### src/rtl/microwave_timer_ctrl.sv
// ============================================================================
// Module   : microwave_timer_ctrl
// Purpose  : MM:SS cook countdown with keypad entry, pause/resume and alarm.
// Revision : 1.0
// ============================================================================
`default_nettype none

module microwave_timer_ctrl #(
    parameter int unsigned DONE_TICKS = 3
) (
    input  logic       clk,
    input  logic       clrn,
    input  logic       tick_1hz,
    input  logic       key_valid,
    input  logic [3:0] key_digit,
    input  logic       start,
    input  logic       stop,
    input  logic       clear,
    input  logic       door_closed,
    output logic [3:0] min_tens,
    output logic [3:0] min_ones,
    output logic [3:0] sec_tens,
    output logic [3:0] sec_ones,
    output logic [1:0] state,
    output logic       mag_on,
    output logic       done_pulse,
    output logic       beep,
    output logic       zero
);

    localparam logic [1:0] S_IDLE  = 2'b00;
    localparam logic [1:0] S_COOK  = 2'b01;
    localparam logic [1:0] S_PAUSE = 2'b10;
    localparam logic [1:0] S_DONE  = 2'b11;
    localparam logic [3:0] C_LAST_TICK = 4'(DONE_TICKS - 1);

    logic [1:0] state_q, state_d;
    logic [3:0] mt_q, mt_d, mo_q, mo_d, st_q, st_d, so_q, so_d;
    logic [3:0] cnt_q, cnt_d;
    logic       done_pulse_q, done_pulse_d;
    logic       beep_q, beep_d;
    logic       zero_q, zero_d;
    logic       w_zero_now;
    logic       w_at_one;

    assign w_zero_now = (mt_q == 4'd0) && (mo_q == 4'd0) && (st_q == 4'd0) && (so_q == 4'd0);
    assign w_at_one   = (mt_q == 4'd0) && (mo_q == 4'd0) && (st_q == 4'd0) && (so_q == 4'd1);

    always_ff @(posedge clk or negedge clrn) begin
        if (!clrn) begin
            state_q      <= S_IDLE;
            mt_q         <= 4'd0;
            mo_q         <= 4'd0;
            st_q         <= 4'd0;
            so_q         <= 4'd0;
            cnt_q        <= 4'd0;
            done_pulse_q <= 1'b0;
            beep_q       <= 1'b0;
            zero_q       <= 1'b1;
        end else begin
            state_q      <= state_d;
            mt_q         <= mt_d;
            mo_q         <= mo_d;
            st_q         <= st_d;
            so_q         <= so_d;
            cnt_q        <= cnt_d;
            done_pulse_q <= done_pulse_d;
            beep_q       <= beep_d;
            zero_q       <= zero_d;
        end
    end

    always_comb begin
        state_d = state_q;
        mt_d    = mt_q;
        mo_d    = mo_q;
        st_d    = st_q;
        so_d    = so_q;
        cnt_d   = cnt_q;
        case (state_q)
            S_IDLE: begin
                if (clear) begin
                    mt_d = 4'd0;
                    mo_d = 4'd0;
                    st_d = 4'd0;
                    so_d = 4'd0;
                end else if (stop) begin
                    state_d = S_IDLE;
                end else if (start) begin
                    if (door_closed && !w_zero_now)
                        state_d = S_COOK;
                end else if (key_valid && (key_digit <= 4'd9) && (so_q <= 4'd5)) begin
                    // Shift-in entry; a seconds-ones above 5 cannot become a tens digit.
                    mt_d = mo_q;
                    mo_d = st_q;
                    st_d = so_q;
                    so_d = key_digit;
                end
            end
            S_COOK: begin
                if (stop || !door_closed) begin
                    state_d = S_PAUSE;
                end else if (tick_1hz && !clear && !start && !key_valid) begin
                    if (w_at_one) begin
                        state_d = S_DONE;
                        cnt_d   = 4'd0;
                    end
                    if (so_q != 4'd0) begin
                        so_d = so_q - 4'd1;
                    end else begin
                        so_d = 4'd9;
                        if (st_q != 4'd0) begin
                            st_d = st_q - 4'd1;
                        end else begin
                            st_d = 4'd5;
                            if (mo_q != 4'd0) begin
                                mo_d = mo_q - 4'd1;
                            end else begin
                                mo_d = 4'd9;
                                mt_d = mt_q - 4'd1;
                            end
                        end
                    end
                end
            end
            S_PAUSE: begin
                if (stop) begin
                    state_d = S_IDLE;
                    mt_d    = 4'd0;
                    mo_d    = 4'd0;
                    st_d    = 4'd0;
                    so_d    = 4'd0;
                end else if (start && door_closed) begin
                    state_d = S_COOK;
                end
            end
            S_DONE: begin
                if (stop || start) begin
                    state_d = S_IDLE;
                end else if (tick_1hz && !clear && !key_valid) begin
                    if (cnt_q >= C_LAST_TICK)
                        state_d = S_IDLE;
                    else
                        cnt_d = cnt_q + 4'd1;
                end
            end
            default: state_d = S_IDLE;
        endcase
    end

    // Door interlock must cut the magnetron without waiting for a clock edge.
    always_comb begin
        mag_on       = (state_q == S_COOK) && door_closed;
        done_pulse_d = (state_d == S_DONE) && (state_q != S_DONE);
        beep_d       = (state_d == S_DONE);
        zero_d       = (mt_d == 4'd0) && (mo_d == 4'd0) && (st_d == 4'd0) && (so_d == 4'd0);
    end

    assign min_tens   = mt_q;
    assign min_ones   = mo_q;
    assign sec_tens   = st_q;
    assign sec_ones   = so_q;
    assign state      = state_q;
    assign done_pulse = done_pulse_q;
    assign beep       = beep_q;
    assign zero       = zero_q;

endmodule

`default_nettype wire
### config.mk
export PLATFORM = sky130hd
export DESIGN_NAME = microwave_timer_ctrl
export DESIGN_NICKNAME = d
export VERILOG_FILES = /design/src/rtl/microwave_timer_ctrl.sv
export SDC_FILE = /design/constraint.sdc
export NUM_CORES = 1
export LEC_CHECK = 0
export CELL_PAD_IN_SITES_DETAIL_PLACEMENT = 2
export CELL_PAD_IN_SITES_GLOBAL_PLACEMENT = 2
export CORE_UTILIZATION = 31
export CTS_CLUSTER_DIAMETER = 100
export DETAILED_ROUTE_END_ITERATION = 6
export PLACE_DENSITY_LB_ADDON = 0.15
export SLEW_MARGIN = 20
export SYNTH_ARGS = -nofsm -noshare
export SYNTH_HDL_FRONTEND = slang
export SYNTH_SLANG_ARGS = --single-unit
### constraint.sdc
create_clock -name clk -period 3.9 [get_ports clk]
set_input_delay 0.39 -clock clk [delete_from_list [all_inputs] [get_ports clk]]
set_output_delay 0.39 -clock clk [all_outputs]
set_load 0.05 [all_outputs]
==> Yosys cells after proc, flatten, opt, wreduce, memory -nomap -nowiden <==
Index checks and enable logic that the tools add are counted.
{ "classes": {"n_addsub": 5, "n_lt_le_gt_ge": 3, "n_eq_ne": 12, "mux": 61, "reduce_logical": 38} }
{ "op_table": {"columns": ["cell", "count"], "rows": [
  ["4-bit two-way mux", 43],
  ["4-bit case mux with 3 select lines", 4],
  ["4-bit zero test", 8],
  ["2-bit two-way mux", 12],
  ["1-bit logical AND", 17],
  ["4-bit by 1-bit subtractor with 4-bit output (second input constant)", 4],
  ["2-bit != test (second input constant)", 7],
  ["4-bit nonzero test", 3],
  ["2-bit case mux with 4 select lines", 1],
  ["4-bit case mux with 2 select lines", 1],
  ["7-bit AND reduction", 1],
  ["2-bit equality test (second input constant)", 3],
  ["1-bit zero test", 5],
  ["4-bit by 1-bit adder with 4-bit output (second input constant)", 1],
  ["4-bit by 1-bit equality test with 1-bit output (second input constant)", 1],
  ["4-bit by 2-bit >= comparator with 1-bit output (second input constant)", 1],
  ["4-bit by 3-bit less-or-equal comparator with 1-bit output (second input constant)", 1],
  ["4-bit less-or-equal comparator (second input constant)", 1],
  ["2-bit by 1-bit equality test with 1-bit output (second input constant)", 1],
  ["2-bit zero test", 1],
  ["1-bit logical OR", 2],
  ["2-bit nonzero test", 1]
]} }
{ "totals": {"reg_bits": 25, "in_bits": 12, "output_inout_bits": 22, "word_cells": 128} }

==> Logic depth before layout (Yosys ltp) <==
{ "logic_depth": {"word_depth": 13, "ltp_mapped": 10, "depth_no_buf": 9} }

==> Least setup slack after synthesis <==
No wires, ideal clock.
{ "synth_timing": {"path_type": "flip-flop to flip-flop", "startpoint": "register so_q[0] (netlist: sec_ones[0])", "endpoint": "register zero_q (netlist: zero)", "setup_ps": 90, "t_arrival_ps": 3153, "required_ps": 3810, "path_slack_ps": 657, "stages_incl_launch_ff": 11, "n_path_buf": 1, "period_less_slack_ps": 3243, "cell_sequence": "dfrtp_1 > inv_1 > ha_1 > nor3b_1 > and4_1 > buf_2 > a311oi_1 > o22a_1 > or4_1 > or3_1 > nor4_2"} }
{ "synth_between": {"elab_cells_between_ends": 44, "cone_classes": "1 x add/sub; 1 x order compare; 33 x mux; 9 x reduce/logical"} }
{ "synth_rtl": {"columns": ["item", "line_no", "source"], "rows": [
  ["start: declaration", "38", "logic [3:0] mt_q, mt_d, mo_q, mo_d, st_q, st_d, so_q, so_d;"],
  ["start signal: assignment", "55", "so_q <= 4'd0;"],
  ["start signal: assignment", "65", "so_q <= so_d;"],
  ["4-bit by 3-bit less-or-equal comparator with 1-bit output", "92", "end else if (key_valid && (key_digit <= 4'd9) && (so_q <= 4'd5)) begin"],
  ["1-bit logical AND", "92", null],
  ["4-bit two-way mux", "92", null],
  ["4-bit two-way mux", "89", "end else if (start) begin"],
  ["4-bit two-way mux", "87", "end else if (stop) begin"],
  ["4-bit two-way mux", "82", "if (clear) begin"],
  ["4-bit case mux with 3 select lines (*)", "80", "case (state_q)"],
  ["via st_d[3]", "38", null],
  ["4-bit zero test (*)", "156", "zero_d = (mt_d == 4'd0) && (mo_d == 4'd0) && (st_d == 4'd0) && (so_d == 4'd0);"],
  ["1-bit logical AND (*) (2 in a row)", "156", null],
  ["via zero_d", "42", "logic zero_q, zero_d;"],
  ["end signal: assignment", "69", "zero_q <= zero_d;"],
  ["end: declaration", "42", null]
]} }
Mark *: on every way through the listed nets, which the timed path passes. The rest lies on a longest branch.
A chain may end at the register's enable or synchronous reset.

==> Final worst setup path <==
{ "layout_timing": {"startpoint": "input port start", "endpoint": "register zero_q (netlist: zero)"} }
{ "layout_between": {"elab_chain_len": 10, "elab_cells_between_ends": 34, "cone_classes": "24 x mux; 10 x reduce/logical"} }
{ "layout_lines": {"columns": ["item", "line_no", "source"], "rows": [
  ["start: declaration", "16", "input logic start,"],
  ["1-bit zero test", "103", "end else if (tick_1hz && !clear && !start && !key_valid) begin"],
  ["1-bit logical AND (2 in a row)", "103", null],
  ["4-bit two-way mux", "103", null],
  ["4-bit two-way mux", "101", "if (stop || !door_closed) begin"],
  ["4-bit case mux with 3 select lines (*)", "80", null],
  ["via mo_d[0]", "38", null],
  ["4-bit zero test (*)", "156", null],
  ["1-bit logical AND (*) (3 in a row)", "156", null],
  ["via zero_d", "42", null]
]} }
Marks and branches as above.

==> impl_metrics.py <==
metrics = {
    "cts": {
        "cts-buffers-inserted": 3,
        "cts_sinks": 25,
        "cts_hold_buf": 0,
        "clk_latency_ns": 0.27,
        "cts_tree": "yes",
        "root_buffer": "clkbuf_8",
        "cts.clk_slew.worst_paths_ns": 0.09,
        "cts_setup_buffers": 0,
        "clockBufferDepth": 2,
        "cts.repair.resized": 0,
        "htree_levels": 1,
    },
    "status": {
        "outcome": "completed",
    },
    "timing": {
        "fmax_ghz": 0.3020,
        "maxSlewViolCount": 0,
        "tightest_slew_ns": 0.8407,
        "skew_ns": 0.003416,
        "max_slew_margin": 0.4358,
        "fin_crit_ns": 3.311,
        "setup_viol": 0,
        "whs_ns": 0.4859,
        "final.setup.tns_ns": 0,
        "hold_violations": 0,
        "rsz0062_at_grt": "no",
        "finalCritPeriodShare": 0.8489,
    },
    "synth": {
        "yosysWarnings": 0,
        "yosysUniqueCellTypes": 50,
        "synth-edff-count": 0,
        "synthArstFlopShare": 1.000,
        "synth-main-ff-cell": "dfrtp_1",
        "netlist_instances": 210,
        "synthesis.nets": 230,
        "seq_area_frac_synth": 0.3526,
        "netlist_area_mm2": 0.001778,
        "ys_ff_latch": 25,
        "synth_area_per_cell_um2": 8.466,
    },
    "global_routing": {
        "grt_max_degree": 26,
        "grt_antenna_before_repair": 0,
        "overflow": 0,
        "grt_pass1_vias": 1955,
        "grtUsageTotal": 0.2199,
        "grt_pass1_wl_um": 10300,
    },
    "min_path": {
        "hp-class": "in2async",
    },
    "detailed_routing": {
        "routed_wl_um": 6267,
        "drcViolationCount": 0,
        "vias": 1851,
        "wl_per_cell_um": 19.77,
        "drtPass1Iterations": 4,
        "drtIter0Drc": 82,
        "via_per_inst": 5.839,
        "drtAntennaViolNets": 0,
    },
    "job": {
        "maxCapViolCount": 0,
    },
    "critical_path": {
        "crit_path_start_kind": "input pin",
        "crit_fanout": 8,
        "crit_type": "in2reg",
        "worstPathArrival_ns": 3.50,
        "crit_start": "start",
        "r2r_start": "sec_ones[0]",
        "cp.required_ns": 4.09,
        "crit_path_end_kind": "flop",
    },
    "floorplanning": {
        "boundaryPins": 34,
        "die_y_um": 77.73,
        "die_area_mm2": 0.006042,
        "std_cell_rows": 27,
        "start_util": 0.3229,
        "die_width_um": 77.73,
        "core_area_mm2": 0.005507,
    },
    "layout": {
        "nNetsFinal": 266,
        "area_delta_synth_final_pct": 26.95,
        "nFillCells": 629,
        "drive_gt1_frac": 0.07347,
        "num_antenna_cells": 0,
        "instances_no_fill": 317,
        "final_util": 0.4099,
    },
    "place": {
        "portBuffers": 33,
        "dpl.hpwl_um": 4812,
        "dp.cells": 313,
        "gp_congestion": 0.8195,
    },
    "pwr": {
        "powerDensity_mw_per_mm2": 236.3,
        "power.leakage_nw": 0.9427,
        "peakVddDrop_uv": 100.9,
    },
}
## path summary, 6_finish.rpt
path | endpoint | slack (ns) | cells after the start
min in group clk | cnt_q[2] | 0.50 | 2
max in group asynchronous | zero | 3.11 | 2
worst max-delay path | zero | 0.59 | 8
worst min register to register | cnt_q[2] | 0.50 | 2
worst min-delay path | min_tens[0] | 0.49 | 2
worst max register to register | zero | 0.64 | 9
## power by group
part | leakage (nW) | internal (mW) | total (mW) | switching (mW)
sequential | 0.336 | 0.265 | 0.272 | 0.00709
combinational | 0.584 | 0.0395 | 0.100 | 0.0610
clock | 0.0228 | 0.0732 | 0.161 | 0.0878
total | 0.943 | 0.378 | 0.533 | 0.156
## layer usage
metal | routed length (µm) | global-route usage
met4 | 56 | 0.04151
met5 | 0 | 0
met2 | 3020 | 0.3717
met3 | 161 | 0.02588
met1 | 3028 | 0.3014
## kinds of logic after synthesis
group | share of synthesized area
and+or+nand+nor | 0.3195
adders and majority gates | 0.05630
DFF | 0.3526
muxes | 0.01689
AOI/OAI and AO/OA | 0.2020
buffers and inverters | 0.05278
## stage by stage
step                      setup slack, ns  total power [mW]  area, µm²
after detailed placement           0.3068            0.3774       2212
after global routing               0.4403            0.5546       2257
final                              0.5891            0.5334       2257
after floorplan                    0.6570            0.3303       1778
after CTS                          0.5969            0.5376       2257
after global placement             0.3646            0.3758       2212
## critical path, cell delays in order
cell and delay (ns):
clkdlybuf4s50_1 0.53, or4b_4 0.61, or3_1 0.44, a221o_1 0.39
a311o_1 0.32, nand4b_1 0.17, or4_1 0.42, nor4_2 0.22
## layout make-up
| cell class | count | area (µm²) | area share |
|---|---|---|---|
| clock buffers | 4 | 45.04 | 0.01996 |
| inverters | 13 | 48.80 | 0.02162 |
| multi-input cells | 163 | 1064 | 0.4712 |
| flip-flops and latches | 25 | 626.9 | 0.2777 |
| well taps | 72 | 90.09 | 0.03991 |
| repair buffers | 40 | 382.9 | 0.1696 |
## state kept, by name (all words and copies together), names as in the netlist
| register | cells |
|---|---|
| zero | 1 |
| done_pulse | 1 |
| min_tens | 4 |
| cnt_q | 4 |
| state | 2 |
| beep | 1 |
| sec_tens | 4 |
| sec_ones | 4 |
| min_ones | 4 |
## cell usage in the layout, fill, tap and decap left out, types with 2 or more instances in the layout
cell	instances
a21o_1	2
a21oi_1	8
a221o_1	4
a31oi_1	6
and2_1	3
and3_1	2
buf_4	7
clkbuf_8	3
clkdlybuf4s50_1	33
dfrtp_1	24
ha_1	8
inv_1	13
mux2i_1	3
nand2_1	18
nand2b_1	2
nand3_1	12
nand4_1	7
nor2_1	15
nor2b_1	3
nor3_1	4
nor3b_1	10
nor4_1	2
nor4_2	2
o211ai_1	5
o21a_1	2
o21ai_0	11
o221ai_1	2
o22ai_1	2
or3_1	6
or3b_2	2
or4_1	4
## Yosys cell counts, types with 6 or more instances
library cell / count / area (µm²)
nand2_1: 18 / 67.56
inv_1: 13 / 48.80
a21oi_1: 8 / 40.04
nor2_1: 15 / 56.30
nand3_1: 12 / 60.06
or3_1: 6 / 37.54
nor3b_1: 10 / 75.07
o21ai_0: 11 / 55.05
ha_1: 8 / 100.1
dfrtp_1: 24 / 600.6
nand4_1: 7 / 43.79
a31oi_1: 6 / 37.54
Note: power is estimated with default switching activity, not from simulation.
